## config.mk

```make
export PLATFORM = sky130hd
export DESIGN_NAME = bpm_calculator
export DESIGN_NICKNAME = d
export VERILOG_FILES = /design/src/rtl/bpm_pkg.sv /design/src/rtl/bpm_seq_divider.sv /design/src/rtl/bpm_calculator.sv
export SDC_FILE = /design/constraint.sdc
export NUM_CORES = 1
export LEC_CHECK = 0
export CAP_MARGIN = 20
export CORE_MARGIN = 10
export CORE_UTILIZATION = 55
export CTS_BUF_LIST = sky130_fd_sc_hd__clkbuf_16
export CTS_CLUSTER_DIAMETER = 40
export CTS_CLUSTER_SIZE = 25
export DETAILED_ROUTE_END_ITERATION = 8
export PLACE_DENSITY_LB_ADDON = 0.12
export SLEW_MARGIN = 20
export SYNTH_ARGS = -nofsm -noshare
export SYNTH_HDL_FRONTEND = slang
export SYNTH_SLANG_ARGS = --single-unit
```

## constraint.sdc

```tcl
create_clock -name clk -period 4.5 [get_ports clk]
set_clock_uncertainty 0.05 [all_clocks]
set_input_delay 0.9 -clock clk [delete_from_list [all_inputs] [get_ports clk]]
set_output_delay 0.9 -clock clk [all_outputs]
set_load 0.1 [all_outputs]
```

## src/rtl/bpm_pkg.sv

```systemverilog
// Shared constants, FSM state type and saturation helper for the BPM calculator.
package bpm_pkg;
   localparam int SAMPLE_RATE_HZ = 25;
   localparam int K              = 60 * SAMPLE_RATE_HZ;
   localparam int CNT_W          = 6;
   localparam int BPM_W          = 8;
   localparam int NUM_W          = 11;
   localparam int MIN_INTERVAL   = 6;
   localparam int AVG_DEPTH      = 4;
   localparam int AVG_SHIFT      = 2;
   localparam int PTR_W          = 2;
   localparam int FILL_W         = 3;
   localparam int SUM_W          = BPM_W + AVG_SHIFT;

   typedef enum logic [1:0] {
      S_IDLE    = 2'd0,
      S_DIVIDE  = 2'd1,
      S_AVERAGE = 2'd2,
      S_DONE    = 2'd3
   } state_t;

   function automatic logic [BPM_W-1:0] sat_bpm(input logic [NUM_W-1:0] q);
      if (q > NUM_W'((1 << BPM_W) - 1)) return '1;
      return q[BPM_W-1:0];
   endfunction
endpackage

```

## src/rtl/bpm_seq_divider.sv

```systemverilog
// Restoring divider, one quotient bit per clock MSB first; o_done is high in the
// cycle whose closing edge computes the last bit, i.e. the NUM_W-th edge after start.
module bpm_seq_divider #(
   parameter int NUM_W = 11,
   parameter int CNT_W = 6
) (
   input  logic             clk,
   input  logic             rst_n,
   input  logic             i_start,
   input  logic [NUM_W-1:0] i_dividend,
   input  logic [CNT_W-1:0] i_divisor,
   output logic             o_busy,
   output logic             o_done,
   output logic [NUM_W-1:0] o_quotient
);
   localparam int IDX_W = $clog2(NUM_W);

   logic             r_busy;
   logic [IDX_W-1:0] r_idx;
   logic [NUM_W-1:0] r_dvd;
   logic [CNT_W-1:0] r_dvs;
   logic [CNT_W-1:0] r_rem;
   logic [NUM_W-1:0] r_quo;

   logic [CNT_W:0]   w_trial;
   logic [CNT_W:0]   w_diff;
   logic             w_ge;
   logic [CNT_W-1:0] w_rem_next;

   // Remainder stays below the divisor, so trial < 2*divisor fits in CNT_W+1 bits.
   assign w_trial    = {r_rem, r_dvd[NUM_W-1]};
   assign w_diff     = w_trial - {1'b0, r_dvs};
   assign w_ge       = (w_trial >= {1'b0, r_dvs});
   assign w_rem_next = w_ge ? w_diff[CNT_W-1:0] : w_trial[CNT_W-1:0];

   always_ff @(posedge clk or negedge rst_n) begin
      if (!rst_n) begin
         r_busy <= 1'b0;
         r_idx  <= '0;
         r_dvd  <= '0;
         r_dvs  <= '0;
         r_rem  <= '0;
         r_quo  <= '0;
      end else if (i_start) begin
         r_busy <= 1'b1;
         r_idx  <= IDX_W'(NUM_W - 1);
         r_dvd  <= i_dividend;
         r_dvs  <= i_divisor;
         r_rem  <= '0;
         r_quo  <= '0;
      end else if (r_busy) begin
         r_rem <= w_rem_next;
         r_dvd <= {r_dvd[NUM_W-2:0], 1'b0};
         r_quo <= {r_quo[NUM_W-2:0], w_ge};
         if (r_idx == '0) r_busy <= 1'b0;
         else             r_idx  <= r_idx - 1'b1;
      end
   end

   assign o_busy     = r_busy;
   assign o_done     = r_busy && (r_idx == '0);
   assign o_quotient = r_quo;
endmodule

```

## src/rtl/bpm_calculator.sv

```systemverilog
// Converts an inter-beat interval in sample ticks to BPM and keeps a 4-beat average.
//   state     | meaning
//   S_IDLE    | wait for an accepted rising edge of valid
//   S_DIVIDE  | divider running K / N
//   S_AVERAGE | push quotient into history, update bpm_inst / bpm_out
//   S_DONE    | raise one-cycle done pulses, then back to idle
module bpm_calculator
   import bpm_pkg::*;
(
   input  logic             clk,
   input  logic             rst_n,
   input  logic             en,
   input  logic [CNT_W-1:0] time_counter,
   input  logic             valid,
   output logic             BPMCalc_Done,
   output logic [BPM_W-1:0] bpm_inst,
   output logic [BPM_W-1:0] bpm_out,
   output logic             bpm_valid,
   output logic             interval_err
);
   state_t            r_state;
   logic              r_valid_d;
   logic              r_err;
   logic [BPM_W-1:0]  r_hist [AVG_DEPTH];
   logic [PTR_W-1:0]  r_ptr;
   logic [FILL_W-1:0] r_fill;
   logic [BPM_W-1:0]  r_bpm_inst;
   logic [BPM_W-1:0]  r_bpm_out;
   logic              r_done_p;
   logic              r_valid_p;
   logic              r_err_p;

   logic              w_accept;
   logic              w_short;
   logic              w_start;
   logic              w_div_busy;
   logic              w_div_done;
   logic [NUM_W-1:0]  w_quotient;
   logic [BPM_W-1:0]  w_q_sat;
   logic [SUM_W-1:0]  w_sum;
   logic [FILL_W-1:0] w_new_fill;

   // Edge-triggered on valid so the counter's held-high valid cannot retrigger.
   assign w_accept = valid && !r_valid_d && en && (r_state == S_IDLE) && !w_div_busy;
   assign w_short  = (time_counter < CNT_W'(MIN_INTERVAL));
   assign w_start  = w_accept && !w_short;
   assign w_q_sat  = sat_bpm(w_quotient);

   bpm_seq_divider #(.NUM_W(NUM_W), .CNT_W(CNT_W)) u_div (
      .clk        (clk),
      .rst_n      (rst_n),
      .i_start    (w_start),
      .i_dividend (NUM_W'(K)),
      .i_divisor  (time_counter),
      .o_busy     (w_div_busy),
      .o_done     (w_div_done),
      .o_quotient (w_quotient)
   );

   // Sum of the history as it will look after this push.
   always_comb begin
      w_sum = '0;
      for (int i = 0; i < AVG_DEPTH; i++) begin
         if (PTR_W'(i) == r_ptr) w_sum = w_sum + SUM_W'(w_q_sat);
         else                    w_sum = w_sum + SUM_W'(r_hist[i]);
      end
   end

   assign w_new_fill = (r_fill < FILL_W'(AVG_DEPTH)) ? r_fill + 1'b1 : r_fill;

   always_ff @(posedge clk or negedge rst_n) begin
      if (!rst_n) begin
         r_state    <= S_IDLE;
         r_valid_d  <= 1'b0;
         r_err      <= 1'b0;
         r_ptr      <= '0;
         r_fill     <= '0;
         r_bpm_inst <= '0;
         r_bpm_out  <= '0;
         r_done_p   <= 1'b0;
         r_valid_p  <= 1'b0;
         r_err_p    <= 1'b0;
         for (int i = 0; i < AVG_DEPTH; i++) r_hist[i] <= '0;
      end else begin
         r_valid_d <= valid;
         r_done_p  <= 1'b0;
         r_valid_p <= 1'b0;
         r_err_p   <= 1'b0;
         case (r_state)
            S_IDLE: begin
               if (w_accept) begin
                  r_err   <= w_short;
                  r_state <= w_short ? S_DONE : S_DIVIDE;
               end
            end
            S_DIVIDE: begin
               if (w_div_done) r_state <= S_AVERAGE;
            end
            S_AVERAGE: begin
               r_hist[r_ptr] <= w_q_sat;
               r_ptr         <= r_ptr + 1'b1;
               r_fill        <= w_new_fill;
               r_bpm_inst    <= w_q_sat;
               r_bpm_out     <= (w_new_fill == FILL_W'(AVG_DEPTH)) ?
                                w_sum[SUM_W-1:AVG_SHIFT] : w_q_sat;
               r_state       <= S_DONE;
            end
            S_DONE: begin
               r_done_p  <= 1'b1;
               r_valid_p <= !r_err;
               r_err_p   <= r_err;
               r_state   <= S_IDLE;
            end
            default: r_state <= S_IDLE;
         endcase
      end
   end

   assign BPMCalc_Done = r_done_p;
   assign bpm_valid    = r_valid_p;
   assign interval_err = r_err_p;
   assign bpm_inst     = r_bpm_inst;
   assign bpm_out      = r_bpm_out;
endmodule

```

==> metrics.yaml <==
slew_viol_final: 0
clk_latency_ns: 0.35
vias: 4418
setup_tns_ns: 0
final_common_cell: "dfrtp_1"
r2r_end: "bpm_out[5]$_DFFE_PN0P_"
routed_wl_um: 12400
synth_seq_cells: 97
r2r_cells: 22
h-tree-depth: 3
crit_end: "bpm_out[5]$_DFFE_PN0P_"
timing.max_cap.violations: 0
rows: 36
async_reset_ff_frac: 1.00
final_nets: 706
syn_area_um2: 5550
via_per_inst: 5.59
start_util: 0.565
slew_headroom: 0.321
synthDistinctLibCells: 56
multi_input_area_um2: 3010
placed_cells: 767
fill_cells: 846
gp_congestion: 0.855
rsz0062_at_grt: "yes"
final_cells: 790
syn_avg_cell_area_um2: 9.05
antenna_cells: 0
ys_warn_count: 0
final_layout_size_suffix_gt1_frac: 0.123
boundaryPins: 29
clock_path_buffers: 2
cts_sinks: 97
cts-root-buf: "clkbuf_16"
track_usage: 0.175
yosysSeqAreaShare: 0.437
drc: 0
area_growth_pct: 18.4
die_y_um: 120
fin_crit_sh: 0.961
io_buffers: 28
syn_nets: 667
grt_pass1_wl_um: 20900
fin_crit_ns: 4.32
dr.pass1.iters: 4
hold_ws_ns: 0.385
regArea_um2: 2430
grt_start_max_net_pins: 83
status: "finished clean"
max_freq_mhz: 231
drtIter0Drc: 281
synthFlopType: "dfrtp_1"
finalSetupViolations: 0
most-common-layout-cells: "dfrtp_1, nor2_1, a21oi_1, nand2_1, ha_1"
hold_violations: 0
antenna_found_initial: 0
reg2reg_from: "r_ptr[0]$_DFFE_PN0P_"
utilization: 0.669
dieArea_um2: 14500
synth_edf_count: 0
ant_nets: 0
cts_tree: "yes"
worst_slew_pin_slew_ns: 0.993
ctsHoldBuffers: 0
netlist_instances: 613
busiest_layer: "met2"
path_class: "flop to flop"
worst_ep_required_time_ns: 4.71
grt_pass1_vias: 4309
gr-usage-met1: 0.228
clk_pin_slew_ns: 0.07
cp_max_fo: 6
dieWidth_um: 120
overflow: 0
met2_usage: 0.282
routedWlPerCell_um: 15.7
core-area_um2: 9820
cp.arrival_ns: 4.54
numCtsBuffers: 9
end_kind: "flop"
crit_path_start_kind: "flop"
crit_start: "r_ptr[0]$_DFFE_PN0P_"
rrSetupSlack_ns: 0.18
hp-class: "flop to flop"
grtUsageMet3: 0.0298
hpwl_um: 8980
-- per-stage QoR --
step	area, um2	setup slack [ns]
CTS	6440	0.00162
global route	6570	-0.0972
detailed placement	6080	-0.0107
floorplan	5590	0.00570
global placement	6070	0.0729
finish	6570	0.175
-- worst min-delay path by stage --
stage,start,to,slack (ns),cells past startpoint
after floorplan,r_err$_DFFE_PN0P_,bpm_valid$_DFF_PN0_,0.36,1
after CTS,r_err$_DFFE_PN0P_,bpm_valid$_DFF_PN0_,0.39,1
after global placement,r_err$_DFFE_PN0P_,bpm_valid$_DFF_PN0_,0.37,1
after global routing,r_err$_DFFE_PN0P_,bpm_valid$_DFF_PN0_,0.42,1
final,r_err$_DFFE_PN0P_,bpm_valid$_DFF_PN0_,0.38,1
after detailed placement,r_err$_DFFE_PN0P_,bpm_valid$_DFF_PN0_,0.38,1
-- Yosys cell counts (2+ instances only) --
cell type / count / area, um2
ha_1: 41 / 513
a21o_1: 6 / 45.0
or3_1: 4 / 25.0
nor2_2: 3 / 18.8
o21ai_0: 31 / 155
nor3b_1: 2 / 15.0
nand3_1: 7 / 35.0
o21bai_1: 4 / 30.0
nand2_1: 52 / 195
clkbuf_1: 26 / 97.6
o21a_1: 10 / 75.1
mux2_2: 4 / 45.0
a211oi_1: 2 / 15.0
a31oi_1: 4 / 25.0
mux2i_1: 10 / 100
xor2_1: 4 / 35.0
buf_2: 4 / 20.0
xnor2_1: 20 / 175
o211ai_1: 7 / 52.6
and2_1: 5 / 31.3
nor3_1: 10 / 50.1
inv_1: 27 / 101
a2111oi_0: 2 / 17.5
o311ai_0: 3 / 26.3
a21oi_1: 87 / 435
nor2_1: 93 / 349
nor2b_1: 9 / 56.3
dfrtp_1: 97 / 2430
or2_2: 2 / 12.5
o31ai_1: 4 / 30.0
nor4_1: 2 / 12.5
fa_1: 3 / 60.1
nand2b_1: 5 / 31.3
-- what timing repair did --
action / 4_1_cts / 5_1_grt
setup endpoints to repair: 1 / 3
pin swaps: 1 / 20
buffers inserted: 2 / 5
resized for setup: 2 / 18
-- critical path, cell delays in order, from the launching register on --
cell and delay (ns):
dfrtp_2 0.45, inv_1 0.13, ha_4 0.19, nor2_1 0.05
a21oi_1 0.12, ha_1 0.18, inv_1 0.05, fa_1 0.41
nor2b_2 0.16, o21a_1 0.13, nor2_1 0.05, xnor2_1 0.12
ha_1 0.35, o211ai_1 0.13, a21oi_2 0.16, nor2_1 0.07
xnor2_1 0.13, ha_1 0.21, or3_1 0.39, o311a_4 0.35
nor2_1 0.12, o31ai_1 0.10, a31oi_1 0.14
-- cell families (layout without fill, tap and decap cells) --
logic type               count (synthesis)  after routing  synth area share
flip-flops                              97             97             0.437
buffers and inverters                   58            102            0.0408
adder cells (fa/ha/maj)                 44             44             0.103
XOR/XNOR                                24             24            0.0379
multiplexers                            14             14            0.0262
AO/OA/AOI/OAI                          176            176             0.191
AND/OR/NAND/NOR                        200            200             0.163
-- layout make-up --
class | count | share of cell area
multi-input cells | 458 | 0.458
clock inverters | 7 | 0.0181
clock buffers | 9 | 0.0343
flip-flops and latches | 97 | 0.370
well taps | 133 | 0.0253
inverters | 27 | 0.0154
repair buffers | 59 | 0.0789
-- routing by layer --
layer / routed length, um / vias to the layer above
li1: - / 2203
met1: 5780 / 2121
met2: 5910 / 76
met3: 461 / 18
met4: 246 / 0
met5: 0 / -
-- sequential cells by signal, summed over array words and instances, names as in the netlist --
name              flops
r_state               2
u_div.o_busy          1
r_fill                3
bpm_inst              8
u_div.r_dvs           6
u_div.r_idx           4
u_div.o_quotient     11
r_hist               32
BPMCalc_Done          1
r_valid_d             1
u_div.r_dvd           9
interval_err          1
u_div.r_rem           6
bpm_valid             1
r_err                 1
r_ptr                 2
bpm_out               8
Power is left out: the tool's default activity adds up to more than one toggle a clock period on the data nets, which glitch-free logic cannot reach.
==> edit 1, RTL diff (config.mk and constraints unchanged) <==
`NUM_W` is set to 11 in 2 places; all go to 22.
--- a/src/rtl/bpm_pkg.sv
+++ b/src/rtl/bpm_pkg.sv
@@ -5,5 +5,5 @@
    localparam int CNT_W          = 6;
    localparam int BPM_W          = 8;
-   localparam int NUM_W          = 11;
+   localparam int NUM_W          = 22;
    localparam int MIN_INTERVAL   = 6;
    localparam int AVG_DEPTH      = 4;
--- a/src/rtl/bpm_seq_divider.sv
+++ b/src/rtl/bpm_seq_divider.sv
@@ -2,5 +2,5 @@
 // cycle whose closing edge computes the last bit, i.e. the NUM_W-th edge after start.
 module bpm_seq_divider #(
-   parameter int NUM_W = 11,
+   parameter int NUM_W = 22,
    parameter int CNT_W = 6
 ) (
Function: same outputs for any inputs over 10 cycles, from zero or initial values and one cycle with rst_n low; that may be too few to reach the edited logic, so the function may still have changed.
==> edit 1 against the unedited design <==
- worst hold slack better by 0.010 ns
- critical path depth is 1 lower
- first-iteration DRC count is 4.6% higher
- wire length is 13% higher
- final cell count is 15% higher
- area after synthesis is 15% higher
- non-clock buffer count stayed put
- global-route usage is 0.48 points higher
- setup slack worse by 0.17 ns
- final area is 18% higher
- sequential cell count is 23 higher
- largest cell class unchanged
Power is not shown: default switching activity piles up to over one toggle a cycle in this logic, so the estimate is an artifact.
==> edit 1: results <==
{
  "status": "finished clean",
  "worst_path_max_delay_cell": "dfrtp_1",
  "syn-instance-count": 714,
  "grtUsageMet2": 0.305,
  "vias_per_cell": 5.59,
  "fill_cells": 871,
  "cts_buffers": 17,
  "finalNetCount": 810,
  "dp_slack_ns": -0.131,
  "track_usage": 0.180,
  "postPlaceCellArea_sq_um": 6890,
  "grt_max_degree": 86,
  "holdWs_ns": 0.395,
  "synth_fp_nets": 768,
  "grt_pass1_wl_mm": 23.9,
  "drtPass1Iterations": 5,
  "crit_path_max_incr_delay_ns": 0.42,
  "clock_latency_ns": 0.43,
  "largest_register_ff_count": 32,
  "drive_above_1_share": 0.130,
  "drt_first_iter_violations": 294,
  "dp.cells": 866,
  "gp_congestion": 0.852,
  "use_met1": 0.209,
  "first_global_vias": 5085,
  "reg2reg_from": "u_div.o_quotient[16]$_DFFE_PN0P_",
  "use_met3": 0.0529,
  "htree_num_levels": 4,
  "yosysSeqAreaShare": 0.469,
  "numPortBuffers": 28,
  "min_to": "bpm_valid$_DFF_PN0_",
  "drt_wl_total_mm": 14.0,
  "period_needed_ns": 4.49,
  "worst_ep_arrival_time_ns": 4.73,
  "synthTopCellsByCount": "dfrtp_1 (120), nand2_1 (106), nor2_1 (106)",
  "final_cells": 912,
  "synthDistinctLibCells": 55,
  "dp_hpwl_mm": 9.46,
  "reg2reg_depth": 21,
  "async_flop_share": 1.00,
  "synth_adder_area_share": 0.0895,
  "path_delay_family": "simple AND/OR/NAND/NOR gates",
  "synthTopCellsByArea": "dfrtp_1 (47%), ha_1 (8.0%), a21oi_1 (7.0%)",
  "crit_path_max_fanout": 7,
  "slew_headroom": 0.328,
  "wl_met1_mm": 5.98,
  "synth_compound_area_frac": 0.168,
  "route.met2.wl_mm": 7.31,
  "synth_xor_xnor_area_share": 0.0328,
  "yosys-mux-area-fraction": 0.0197,
  "ys.flop_type": "dfrtp_1"
}
edit 1: area by class of cell:
cell class / instances / area [sq um] / area share
Timing Repair Buffer: 59 / 514 / 0.0666
Inverter: 27 / 101 / 0.0131
Clock inverter: 15 / 214 / 0.0277
Sequential cell: 120 / 3000 / 0.389
Multi-Input combinational cell: 531 / 3280 / 0.425
Tap cell: 143 / 179 / 0.0232
Clock buffer: 17 / 425 / 0.0551
edit 1: worst reg2reg max path: cells and delay by family (launching register included):
kind	cells	cell delay [ns]
buf+inv	2	0.31
flops	1	0.42
xor+xnor	3	0.38
compound gates	7	1.08
fa+ha+maj	3	0.99
simple gates	6	1.13
edit 1: timing repair:
action / 4_1_cts / 5_1_grt
pin swaps: 20 / 21
setup endpoints to repair: 5 / 6
buffers inserted: 9 / 5
resized for setup: 8 / 14
edit 1: worst max path at each step:
stage                     slack (ns)                endpoint  cells after the start                             start
after detailed placement       -0.13  bpm_out[6]$_DFFE_PN0P_                     20  u_div.o_quotient[16]$_DFFE_PN0P_
after global routing           -0.33  bpm_out[5]$_DFFE_PN0P_                     22  u_div.o_quotient[16]$_DFFE_PN0P_
final                           0.01  bpm_out[5]$_DFFE_PN0P_                     21  u_div.o_quotient[16]$_DFFE_PN0P_
after floorplan                -0.02  bpm_out[5]$_DFFE_PN0P_                     22  u_div.o_quotient[16]$_DFFE_PN0P_
after CTS                       0.01  bpm_out[5]$_DFFE_PN0P_                     23  u_div.o_quotient[19]$_DFFE_PN0P_
after global placement          0.05  bpm_out[5]$_DFFE_PN0P_                     23  u_div.o_quotient[16]$_DFFE_PN0P_
edit 1: logic make-up after synthesis:
| kind of cell | Yosys count |
|---|---|
| flops | 120 |
| fa+ha+maj | 44 |
| simple gates | 268 |
| xor+xnor | 24 |
| buf+inv | 63 |
| compound gates | 183 |
| mux | 12 |
==> edit 2, RTL diff (same settings) <==
Without the edit above. Add an input register stage for `en`, `time_counter` and `valid`, without a reset; this delays them by one clock.
--- a/src/rtl/bpm_calculator.sv
+++ b/src/rtl/bpm_calculator.sv
@@ -19,4 +19,15 @@
    output logic             interval_err
 );
+
+   logic en_q;
+   logic [CNT_W-1:0] time_counter_q;
+   logic valid_q;
+
+   always_ff @(posedge clk) begin
+      en_q           <= en;
+      time_counter_q <= time_counter;
+      valid_q        <= valid;
+   end
+
    state_t            r_state;
    logic              r_valid_d;
@@ -42,6 +53,6 @@
 
    // Edge-triggered on valid so the counter's held-high valid cannot retrigger.
-   assign w_accept = valid && !r_valid_d && en && (r_state == S_IDLE) && !w_div_busy;
-   assign w_short  = (time_counter < CNT_W'(MIN_INTERVAL));
+   assign w_accept = valid_q && !r_valid_d && en_q && (r_state == S_IDLE) && !w_div_busy;
+   assign w_short  = (time_counter_q < CNT_W'(MIN_INTERVAL));
    assign w_start  = w_accept && !w_short;
    assign w_q_sat  = sat_bpm(w_quotient);
@@ -52,5 +63,5 @@
       .i_start    (w_start),
       .i_dividend (NUM_W'(K)),
-      .i_divisor  (time_counter),
+      .i_divisor  (time_counter_q),
       .o_busy     (w_div_busy),
       .o_done     (w_div_done),
@@ -83,5 +94,5 @@
          for (int i = 0; i < AVG_DEPTH; i++) r_hist[i] <= '0;
       end else begin
-         r_valid_d <= valid;
+         r_valid_d <= valid_q;
          r_done_p  <= 1'b0;
          r_valid_p <= 1'b0;
Behaviour: not the same (a bounded check fails within 4 cycles, from zero or initial values and one cycle with rst_n low).
==> edit 2 against the unedited design <==
- wire length shrank 3.7%
- critical path depth shrank 4
- largest cell class unchanged
- critical endpoint is now bpm_out[7]$_DFFE_PN0P_
- area after synthesis grew 2.3%
- highest routed layer unchanged
- final area shrank 1.8%
- setup slack gained 0.054 ns
- sequential cell count grew 8
Power is not shown: default switching activity piles up to over one toggle a cycle in this logic, so the estimate is an artifact.
==> edit 2: results <==
{
  "crit_path_max_incr_delay_ns": 0.43,
  "yosysSeqAreaShare": 0.456,
  "reg2reg_from": "u_div.o_quotient[8]$_DFFE_PN0P_",
  "tightest_slew_ns": 0.999,
  "grt_pass1_wl_mm": 20.3,
  "inverters_excl_clock": 24,
  "finalNetCount": 702,
  "synthTopCellsByCount": "nor2_1 (103), dfrtp_1 (97), a21oi_1 (88)",
  "min_to": "r_valid_d$_DFF_PN0_",
  "syn_to_final_growth_pct": 13.6,
  "holdPathStages": 0,
  "synth_fp_nets": 678,
  "track_usage": 0.170,
  "status": "finished clean",
  "worst_path_max_delay_cell": "or3_4",
  "yosys-mux-area-fraction": 0.0198,
  "synthTopCellsByArea": "dfrtp_1 (43%), ha_1 (9.0%), a21oi_1 (7.8%)",
  "dp_slack_ns": -0.0752,
  "min_from": "valid_q$_DFF_P_",
  "clkSinkCount": 105,
  "buffer_area_frac": 0.0617,
  "n_all_buffers": 44,
  "post_cts_buffers": 0,
  "clock_area_frac": 0.0444,
  "holdWs_ns": 0.303,
  "dp_hpwl_mm": 8.59,
  "drt_first_iter_violations": 295,
  "path_delay_family": "simple AND/OR/NAND/NOR gates"
}
[edit 2: worst max path at each step]
stage                                    startpoint                      to  slack [ns]  cells after the start
floorplan           u_div.o_quotient[8]$_DFFE_PN0P_  bpm_out[7]$_DFFE_PN0P_        0.17                     22
global route                   r_ptr[1]$_DFFE_PN0P_  bpm_out[5]$_DFFE_PN0P_      -0.009                     20
CTS                 u_div.o_quotient[8]$_DFFE_PN0P_  bpm_out[5]$_DFFE_PN0P_        0.02                     18
detailed placement  u_div.o_quotient[8]$_DFFE_PN0P_  bpm_out[5]$_DFFE_PN0P_       -0.08                     19
finish              u_div.o_quotient[8]$_DFFE_PN0P_  bpm_out[7]$_DFFE_PN0P_        0.23                     18
global placement    u_div.o_quotient[8]$_DFFE_PN0P_  bpm_out[5]$_DFFE_PN0P_       -0.03                     19
